`config.mk`:
```
export PLATFORM = sky130hd
export DESIGN_NAME = sequence_player
export DESIGN_NICKNAME = d
export VERILOG_FILES = /design/src/rtl/sequence_player.sv
export SDC_FILE = /design/constraint.sdc
export NUM_CORES = 1
export LEC_CHECK = 0
export CAP_MARGIN = 5
export CORE_ASPECT_RATIO = 0.75
export CORE_MARGIN = 4
export CORE_UTILIZATION = 53
export DETAILED_ROUTE_END_ITERATION = 10
export PLACE_DENSITY = 0.79
export SLEW_MARGIN = 20
export SYNTH_ARGS = -nofsm -noshare
export SYNTH_HDL_FRONTEND = slang
export SYNTH_SLANG_ARGS = --single-unit
export TNS_END_PERCENT = 5
```
`constraint.sdc`:
```
create_clock -name clk -period 2.6 [get_ports clk]
set_input_delay 0.26 -clock clk [delete_from_list [all_inputs] [get_ports clk]]
set_output_delay 0.26 -clock clk [all_outputs]
set_load 0.01 [all_outputs]
```
`src/rtl/sequence_player.sv`:
```
// Plays the Simon colour sequence held in a latched 32-bit seed on four one-hot
// LEDs with fixed on/off timing, and offers random access to any step.
`default_nettype none

module sequence_player #(
  parameter int ON_CYCLES  = 25_000_000,
  parameter int OFF_CYCLES = 12_500_000,
  parameter int MAX_STEPS  = 16
) (
  input  logic        clk,
  input  logic        reset,
  input  logic [31:0] seed,
  input  logic        start,
  input  logic [4:0]  round,
  input  logic [3:0]  query_idx,
  output logic        busy,
  output logic        done,
  output logic [3:0]  led_onehot,
  output logic [1:0]  color,
  output logic        color_valid,
  output logic [1:0]  query_color
);

  localparam int TMAX = (ON_CYCLES > OFF_CYCLES) ? ON_CYCLES : OFF_CYCLES;
  localparam int TW   = $clog2(TMAX + 1);

  typedef enum logic [1:0] {
    IDLE = 2'd0,
    ON   = 2'd1,
    OFF  = 2'd2,
    DONE = 2'd3
  } state_t;

  state_t        state, state_next;
  logic [31:0]   seed_q;
  logic [4:0]    round_q;
  logic [3:0]    step;
  logic [TW-1:0] timer;

  logic          on_last, off_last;
  logic [4:0]    step_plus;
  logic [4:0]    round_clamped;
  logic [1:0]    cur_color;

  assign on_last   = (timer == TW'(ON_CYCLES - 1));
  assign off_last  = (timer == TW'(OFF_CYCLES - 1));
  assign step_plus = {1'b0, step} + 5'd1;
  assign cur_color = seed_q[{step, 1'b0} +: 2];

  // Round 0 still plays one step; anything past the seed capacity is capped.
  always_comb begin
    round_clamped = round;
    if (round == 5'd0)
      round_clamped = 5'd1;
    else if (round > 5'(MAX_STEPS))
      round_clamped = 5'(MAX_STEPS);
  end

  always_comb begin
    state_next = state;
    unique case (state)
      IDLE: if (start) state_next = ON;
      ON:   if (on_last) state_next = OFF;
      OFF:  if (off_last) state_next = (step_plus < round_q) ? ON : DONE;
      DONE: state_next = IDLE;
      default: state_next = IDLE;
    endcase
  end

  always_ff @(posedge clk) begin
    if (reset) begin
      state   <= IDLE;
      seed_q  <= '0;
      round_q <= '0;
      step    <= '0;
      timer   <= '0;
    end else begin
      state <= state_next;
      unique case (state)
        IDLE: begin
          timer <= '0;
          if (start) begin
            seed_q  <= seed;
            round_q <= round_clamped;
            step    <= '0;
          end
        end
        ON: timer <= on_last ? '0 : timer + 1'b1;
        OFF: begin
          if (off_last) begin
            timer <= '0;
            if (state_next == ON) step <= step + 4'd1;
          end else begin
            timer <= timer + 1'b1;
          end
        end
        DONE: timer <= '0;
        default: timer <= '0;
      endcase
    end
  end

  assign busy        = (state != IDLE);
  assign done        = (state == DONE);
  assign color_valid = (state == ON);
  assign color       = color_valid ? cur_color : 2'd0;
  assign led_onehot  = color_valid ? (4'b0001 << cur_color) : 4'b0000;
  assign query_color = seed_q[{query_idx, 1'b0} +: 2];

endmodule

`default_nettype wire

```
* Word level (Yosys, flattened, before mapping)
Cells that the tools add are included.
Widths: inputs -> output; s select.
** Cells by class
- Reductions and logical operators :: 7
- $lt $le $gt $ge :: 2
- Eq/ne operators :: 9
- $add $sub $neg :: 3
- Shift operators :: 3
- Multiplexer cells :: 16
** Operators with widths (number)
- $pmux 25 s3 :: 1
- $shiftx 32x6->2 :: 2
- $mux 25 :: 2
- $add 25x1->25 const B :: 1
- $eq 25x24->1 const B :: 1
- $eq 25x25->1 const B :: 1
- $mux 4 :: 4
- $mux 2 :: 5
- $mux 5 :: 2
- $pmux 2 s4 :: 1
- $pmux 4 s2 :: 1
- $ne 2x2->1 const B :: 3
- $add 4x1->5 const B :: 1
- $gt 5x5->1 const B :: 1
- $logic_not 5->1 :: 1
- $lt 5x5->1 :: 1
- $add 4x1->4 const B :: 1
- $eq 2x1->1 const B :: 2
- $eq 2x2->1 const B :: 2
- $reduce_and 4->1 :: 1
- $reduce_bool 2->1 :: 2
- $shl 1x2->4 const A :: 1
- $logic_not 2->1 :: 1
- $reduce_and 2->1 :: 1
- $reduce_or 2->1 :: 1
** Word-level totals
- Output and inout port bits :: 11
- Input bits :: 44
- Bits in registers :: 68
- Word-level logic and storage cells :: 45

* Longest topological paths before layout
Gate-level depths: netlist (run 1).
- Depth after elaboration :: 9
- Depth in mapped cells :: 8
- Depth with buffers taken out :: 8

* Least setup slack after synthesis (run 1)
No wires, ideal clock.
- Path type :: flip-flop to flip-flop
- From :: reg step[2]
- To :: reg step[2]
- Stages on the path, launching flop included :: 9
- Arrival :: 2206 ps
- Setup slack :: 332 ps
- Cells stage by stage :: dfxtp_1 clkbuf_1 xor2_1 ha_1 o21a_1 a211oi_1 o2111ai_2 or4b_1 nand3_1
** Between the ends
- Word-level cells in the longest chain between the ends :: 8
- Elaborated cells between the ends (all ways) :: 12
** Ends and longest elaborated chain
- from (decl) :: RTL line 37 : logic [3:0] step;
- from (signal assigned) :: RTL line 92 : if (state_next == ON) step <= step + 4'd1;
- $add 4x1->5 :: RTL line 47 : assign step_plus = {1'b0, step} + 5'd1;
- $lt 5x5->1 :: RTL line 64 : OFF: if (off_last) state_next = (step_plus < round_q) ? ON : DONE;
- $mux 2 (2 in series) :: RTL line 64
- $pmux 2 s4 :: RTL line 61 : unique case (state)
- $eq 2x1->1 :: RTL line 92
- $ne 2x2->1 (no source line)
- $reduce_and 4->1 (no source line)
Parallel ways exist; a longest one is shown, timed or not. The select of a mux whose other input is x is not followed.
A chain may end at the register's enable or synchronous reset.

* Worst setup path in the final report (run 1)
- From :: reg step[0]
- To :: out led_onehot[0]
** Between the ends
- Word-level cells in the longest chain between the ends :: 3
** Ends and longest elaborated chain
- $shiftx 32x6->2 :: RTL line 48 : assign cur_color = seed_q[{step, 1'b0} +: 2];
- $shl 1x2->4 :: RTL line 107 : assign led_onehot = color_valid ? (4'b0001 << cur_color) : 4'b0000;
- $mux 4 :: RTL line 107
- to (decl) :: RTL line 18 : output logic [3:0] led_onehot,
Every way passes these cells.

==> results.tsv, run 1 <==
metric	value	unit
status	finished, final reports clean	
final setup fails	0	
CP dominant cell by count	mux4_2	
Worst Max-Slew Pin Slew	0.8088	ns
Routed WL	8546	µm
Tot GR Track Use	23.23	%
row count	25	
RSZ-0062 raised after global routing	yes	
Synth Warn #	0	
initial antenna violation count	0	
die width	100.8	µm
area taken by flip-flops and latches	1365	µm²
Via density	5.650	
endpoint class of the critical path	output port	
vias in the first global route	2865	
PnR worst setup slack	0.06720	ns
non-filler cells in the finished layout	528	
Worst-Skew Late Latency	0.34	ns
Synth Instances	388	
largest net degree at the start of global routing	37	
Arrival @ worst endpoint	2.27	ns
CP startpoint kind	flop	
number of buffers added on ports	54	
fillers	468	
1st-pass router iterations	5	
CTS tree	built	
core box area	6287	µm²
total grt overflow	0	
Synth Register Bits	68	
Placed Cells	512	
clock-pin slew on the worst setup and hold paths	0.07	ns
Area Overhead vs Synth	26.04	%
achievable frequency	0.3948	GHz
Max-Cap Viols	0	
post-synthesis sequential area ratio	39.74	%
R2R depth	8	
H-tree depth	3	
Mapped Area	3426	µm²
Boundary Pins	55	
ant diodes	0	
vias	2983	
total power	2450	µW
die area	7827	µm²
DR iter-0 viols	252	
final hold vios	0	
CTS Buffer Depth	2	
Distinct cells, synth	43	
min-delay worst type	in -> reg	
worst vdd ir	0.3027	mV
crit-path max FO	6	
syn nets	438	
CP max-delay cell	mux4_2	
Critical Path Max Stage Delay	0.54	ns
post-DP HPWL	6282	µm
Die Y	77.63	µm
Placed Area	4081	µm²
Critical Path RT	2.34	ns
CP Class	reg -> out	
design area	4318	µm²
Num CTS Buffers	9	
crit-path cells	buf_6, mux4_2, mux4_2, nor2_1, clkdlybuf4s15_1	
clk root buf	clkbuf_8	
initial core utilization	54.49	%
Post-CTS Setup Bufs	0	
Rel. slew slack	45.95	%
final-stage net count	492	
Post-DRT Antenna Nets	0	
WHS Path Cells	3	
minimum clock period after layout	2.533	ns
clock sink count	68	
first-pass GRT wire length	14450	µm
syn_area_per_cell	8.829	µm²
Leakage	0.001520	µW
skew final	0.006477	ns
pwr dens	567.3	nW/µm²
RD Place Congestion	0.9240	
max-slew violations	0	
Place WS	-0.07909	ns
DRC	0	
layout cells sized above 1	14.32	%
final worst-path cycle share	97.42	%
post-detailed-route wirelength per cell	16.19	µm
area occupied by multi-input gates	1924	µm²
## area by class of cell
type / instances / area share (%)
Multi-Input combinational cell: 287 / 44.57
Sequential cell: 68 / 31.61
Timing Repair Buffer: 65 / 14.95
Clock buffer: 10 / 2.956
Clock inverter: 6 / 2.608
Tap cell: 81 / 2.347
Inverter: 11 / 0.9562
## critical path: cells and delay by family, from the launching register on
| family | cells | cell delay, ns |
|---|---|---|
| and+or+nand+nor | 1 | 0.13 |
| buffers and inverters | 2 | 0.39 |
| DFF | 1 | 0.36 |
| muxes | 2 | 1.05 |
## registers in the layout, summed over array words and instances, names as in the netlist
name	cells
seed_q	32
timer	25
round_q	5
state	2
step	4
## path summary, 6_finish.rpt
path / start / endpoint / slack [ns]
worst max-delay path: step[0] / led_onehot[0] / 0.07
worst min register to register: timer[0] / timer[0] / 0.46
worst max register to register: step[1] / step[2] / 0.19
worst min-delay path: seed[31] / seed_q[31] / 0.46
## kinds of logic (layout without fill, tap and decap cells)
kind of cell / Yosys count / after routing / share of synthesized area (%)
simple gates: 185 / 185 / 25.68
mux: 24 / 24 / 14.02
xor+xnor: 25 / 25 / 6.392
buf+inv: 33 / 92 / 4.309
fa+ha+maj: 6 / 6 / 2.191
flops: 68 / 68 / 39.74
compound gates: 47 / 47 / 7.670
## per-layer routing
layer | track usage, % | routed length, µm | vias to the layer above
li1 | - | - | 1451
met1 | 33.31 | 3947 | 1404
met2 | 35.28 | 3837 | 119
met3 | 6.110 | 670 | 9
met4 | 4.845 | 91 | 0
met5 | 0 | 0 | -
## cell usage after synthesis (all sizes together)
library cell | n | area, µm²
nor3b | 2 | 15.01
or4 | 2 | 18.77
inv | 11 | 41.29
xnor2 | 7 | 61.31
or4b | 3 | 30.03
and3 | 2 | 12.51
o31ai | 1 | 7.510
or3 | 2 | 17.52
buf | 5 | 42.53
o41ai | 1 | 8.760
o32a | 1 | 11.26
and2 | 3 | 18.77
o21a | 1 | 7.510
nand3 | 12 | 60.06
mux4 | 19 | 427.9
nand4b | 3 | 26.28
nor4 | 3 | 25.02
o21ai | 1 | 5.000
ha | 6 | 75.07
a211oi | 1 | 7.510
nand4 | 10 | 62.56
xor2 | 18 | 157.7
a21oi | 40 | 200.2
nand2 | 83 | 311.6
or2 | 2 | 12.51
nor3 | 5 | 30.03
dfxtp | 68 | 1361
o2111ai | 1 | 15.01
mux2i | 3 | 30.03
and4 | 1 | 8.760
clkbuf | 17 | 63.81
nor2 | 41 | 153.9
nand2b | 4 | 25.02
mux2 | 2 | 22.52
nor2b | 2 | 12.51
nand3b | 4 | 30.03
nor4b | 1 | 8.760
## timing repair
| item | CTS | global route |
|---|---|---|
| pin swaps | 0 | 0 |
| resized for setup | 11 | 12 |
| hold buffers | 0 | 0 |
| endpoints found under the setup margin | 8 | 8 |
## cell usage in the layout (no fill, tap or decap), types with 2 or more instances in the layout
master | Yosys | routed
nand3_1 | 12 | 12
mux4_2 | 19 | 19
bufinv_16 | 0 | 3
or4b_1 | 3 | 3
or2_2 | 2 | 2
a21oi_1 | 40 | 40
nand4_1 | 10 | 10
buf_12 | 0 | 3
nand3b_1 | 4 | 4
dlygate4sd2_1 | 0 | 3
nor2_1 | 41 | 41
nand2_1 | 83 | 83
clkinv_4 | 0 | 2
nand4b_1 | 3 | 3
nor4_1 | 2 | 2
clkbuf_8 | 0 | 9
mux2i_1 | 3 | 3
dfxtp_1 | 68 | 65
dfxtp_2 | 0 | 3
nor2b_1 | 2 | 2
ha_1 | 6 | 5
xnor2_1 | 7 | 7
clkbuf_2 | 0 | 3
nor3b_1 | 2 | 2
clkdlybuf4s15_1 | 0 | 2
mux2_2 | 2 | 2
nand2b_1 | 4 | 4
buf_4 | 0 | 7
and3_1 | 2 | 2
xor2_1 | 18 | 18
clkdlybuf4s50_1 | 0 | 46
and2_1 | 3 | 3
inv_1 | 11 | 10
nor3_1 | 4 | 4
## through the flow
step | TNS [ns] | util, % | hold slack, ns
finish | 0 | 68.68 | 0.4603
global route | -0.02853 | 68.68 | 0.4602
CTS | 0 | 68.66 | 0.4539
detailed placement | -0.1004 | 64.92 | 0.4488
global placement | -0.03395 | 64.92 | 0.4423
floorplan | 0 | - | 0.3960
## where the power goes
group	internal (µW)	switching, µW	total [µW]
registers	1080	37.7	1120
logic	158	133	291
clock network	639	401	1040
total	1880	572	2450
Note: power is estimated with default switching activity, not from simulation.
==> run 2, diff against run 1 <==
--- a/config.mk
+++ b/config.mk
@@ -10,6 +10,7 @@
 export CORE_MARGIN = 4
 export CORE_UTILIZATION = 53
 export DETAILED_ROUTE_END_ITERATION = 10
+export MAX_ROUTING_LAYER = met4
 export PLACE_DENSITY = 0.79
 export SLEW_MARGIN = 20
 export SYNTH_ARGS = -nofsm -noshare
==> results.tsv, run 2 (synthesis results as in run 1) <==
metric	value	unit	change
Num CTS Buffers	9		unchanged
Leakage	0.001520	µW	unchanged
final hold vios	0		unchanged
Tot GR Track Use	23.90	%	was 23.23%
fraction of power consumed by the clock network	42.4	%	was 42.5%
Top Registers	seed_q: 32 flops, timer: 25 flops, round_q: 5 flops		unchanged
Placed Cells	512		unchanged
RD Place Congestion	0.9402		was 0.9240
final core utilization	68.68	%	unchanged
max reg flops	32		unchanged
CTS tree	built		unchanged
Seq pwr share	45.7	%	about the same
max-slew violations	0		unchanged
fillers	468		unchanged
initial antenna violation count	0		unchanged
Worst R2R Setup Slack	0.18	ns	was 0.19 ns
Critical Path RT	2.34	ns	about the same
first-pass GRT wire length	14440	µm	was 14,450 µm
post-DP HPWL	6282	µm	unchanged
area taken by flip-flops and latches	1365	µm²	unchanged
Hold-fix buffers, CTS	0		unchanged
DRC	0		unchanged
CP max-delay cell	mux4_2		unchanged
final-stage net count	492		unchanged
RSZ-0062 raised after global routing	yes		unchanged
post-detailed-route wirelength per cell	16.24	µm	was 16.19 µm
logic gate share of total power	11.9	%	about the same
Critical Path Max Stage Delay	0.54	ns	about the same
Max-Cap Viols	0		unchanged
Place WS	-0.07909	ns	unchanged
Psw	572.4	µW	was 572.1 µW
Die Y	77.63	µm	unchanged
vias	3022		was 2,983
CP Class	reg -> out		unchanged
number of buffers added on ports	54		unchanged
clock sink count	68		unchanged
total grt overflow	0		unchanged
commonest non-fill, non-tap cells in the layout	83 x nand2_1, 65 x dfxtp_1, 46 x clkdlybuf4s50_1		unchanged
initial core utilization	54.49	%	unchanged
commonest non-fill, non-tap cell in the layout	nand2_1		unchanged
Worst Max-Slew Pin Slew	0.8086	ns	was 0.8088 ns
status	finished, final reports clean		unchanged
largest net degree at the start of global routing	37		unchanged
non-filler cells in the finished layout	528		unchanged
CP startpoint kind	flop		unchanged
minimum clock period after layout	2.534	ns	was 2.533 ns
clock-pin slew on the worst setup and hold paths	0.07	ns	about the same
Post-DRT Antenna Nets	0		unchanged
Arrival @ worst endpoint	2.27	ns	about the same
ant diodes	0		unchanged
area occupied by multi-input gates	1924	µm²	unchanged
die area	7827	µm²	unchanged
Routed WL	8573	µm	was 8546 µm
CP startpoint	step[0]		unchanged
Rel. slew slack	45.96	%	was 45.95%
H-tree depth	3		unchanged
crit-path max FO	6		unchanged
row count	25		unchanged
Boundary Pins	55		unchanged
clk root buf	clkbuf_8		unchanged
die width	100.8	µm	unchanged
endpoint class of the critical path	output port		unchanged
achievable frequency	0.3947	GHz	was 0.3948 GHz
skew final	0.006144	ns	was 0.006477 ns
Area Overhead vs Synth	26.04	%	unchanged
hold_sp	timer[0]		was seed[31]
worst path bufs/invs	2		unchanged
final worst-path cycle share	97.45	%	was 97.42%
worst vdd ir	0.3043	mV	was 0.3027 mV
Worst-Skew Late Latency	0.34	ns	about the same
CP delay by family, top	multiplexers		unchanged
vias in the first global route	2864		was 2,865
worst r2r src	step[1]		unchanged
crit-path cells	buf_6, mux4_2, mux4_2, nor2_1, clkdlybuf4s15_1		unchanged
layout cells sized above 1	14.32	%	unchanged
CP dominant cell by count	mux4_2		unchanged
core box area	6287	µm²	unchanged
final setup fails	0		unchanged
DR iter-0 viols	206		was 252
CTS Buffer Depth	2		unchanged
Top reg by flops	seed_q		unchanged
total power	2450	µW	about the same
Sw Share	23.36	%	was 23.35%
pwr dens	567.4	nW/µm²	was 567.3 nW/µm²
1st-pass router iterations	5		unchanged
min-delay worst type	reg -> reg		was in -> reg
Via density	5.723		was 5.650
PnR worst setup slack	0.06643	ns	was 0.06720 ns
Cell Int Power	1878	µW	about the same
run 2: cell counts in the layout (fill, tap and decap cells not counted):
No cell type changed its count.
run 2: power groups by stage:
stage,Combinational (µW),Sequential (µW),Clock [µW]
2_1_floorplan,163,1120,0
3_3_place_gp,284,1140,0
3_5_place_dp,293,1140,0
4_1_cts,291,1120,1050
5_1_grt,320,1120,1100
6_report,291,1120,1040
run 2: area by class of cell:
class | instances | share of cell area [%]
clock inverters | 6 | 2.608
repair buffers | 65 | 14.95
flip-flops and latches | 68 | 31.61
clock buffers | 10 | 2.956
multi-input cells | 287 | 44.57
inverters | 11 | 0.9562
well taps | 81 | 2.347
run 2: path summary, 6_finish.rpt:
check | endpoint | depth (start not counted)
worst min register to register | timer[0] | 1
worst max register to register | step[2] | 8
worst min-delay path | timer[0] | 1
worst max-delay path | led_onehot[0] | 5
run 2: metal layers:
layer | part of all wire (%) | wire length, µm | vias up | track usage, %
met5 | 0 | 0 | - | -
met4 | 1.2 | 104 | 0 | 4.845
met3 | 8.8 | 757 | 15 | 6.110
met2 | 44 | 3790 | 137 | 35.02
met1 | 46 | 3920 | 1414 | 33.60
li1 | - | - | 1456 | -
run 2: what timing repair did:
action	4_1_cts	5_1_grt
endpoints found under the setup margin	8	8
gates cloned	0	0
buffers inserted	0	0
gates resized for setup	11	12
run 2: metrics by stage:
stage                     hold WS [ns]  TNS [ns]  instance area, µm²
after global placement          0.4423  -0.03395                4081
after CTS                       0.4539         0                4317
after detailed placement        0.4488   -0.1004                4081
final                           0.4604         0                4318
after floorplan                 0.3960         0                3426
after global routing            0.4603  -0.02832                4318
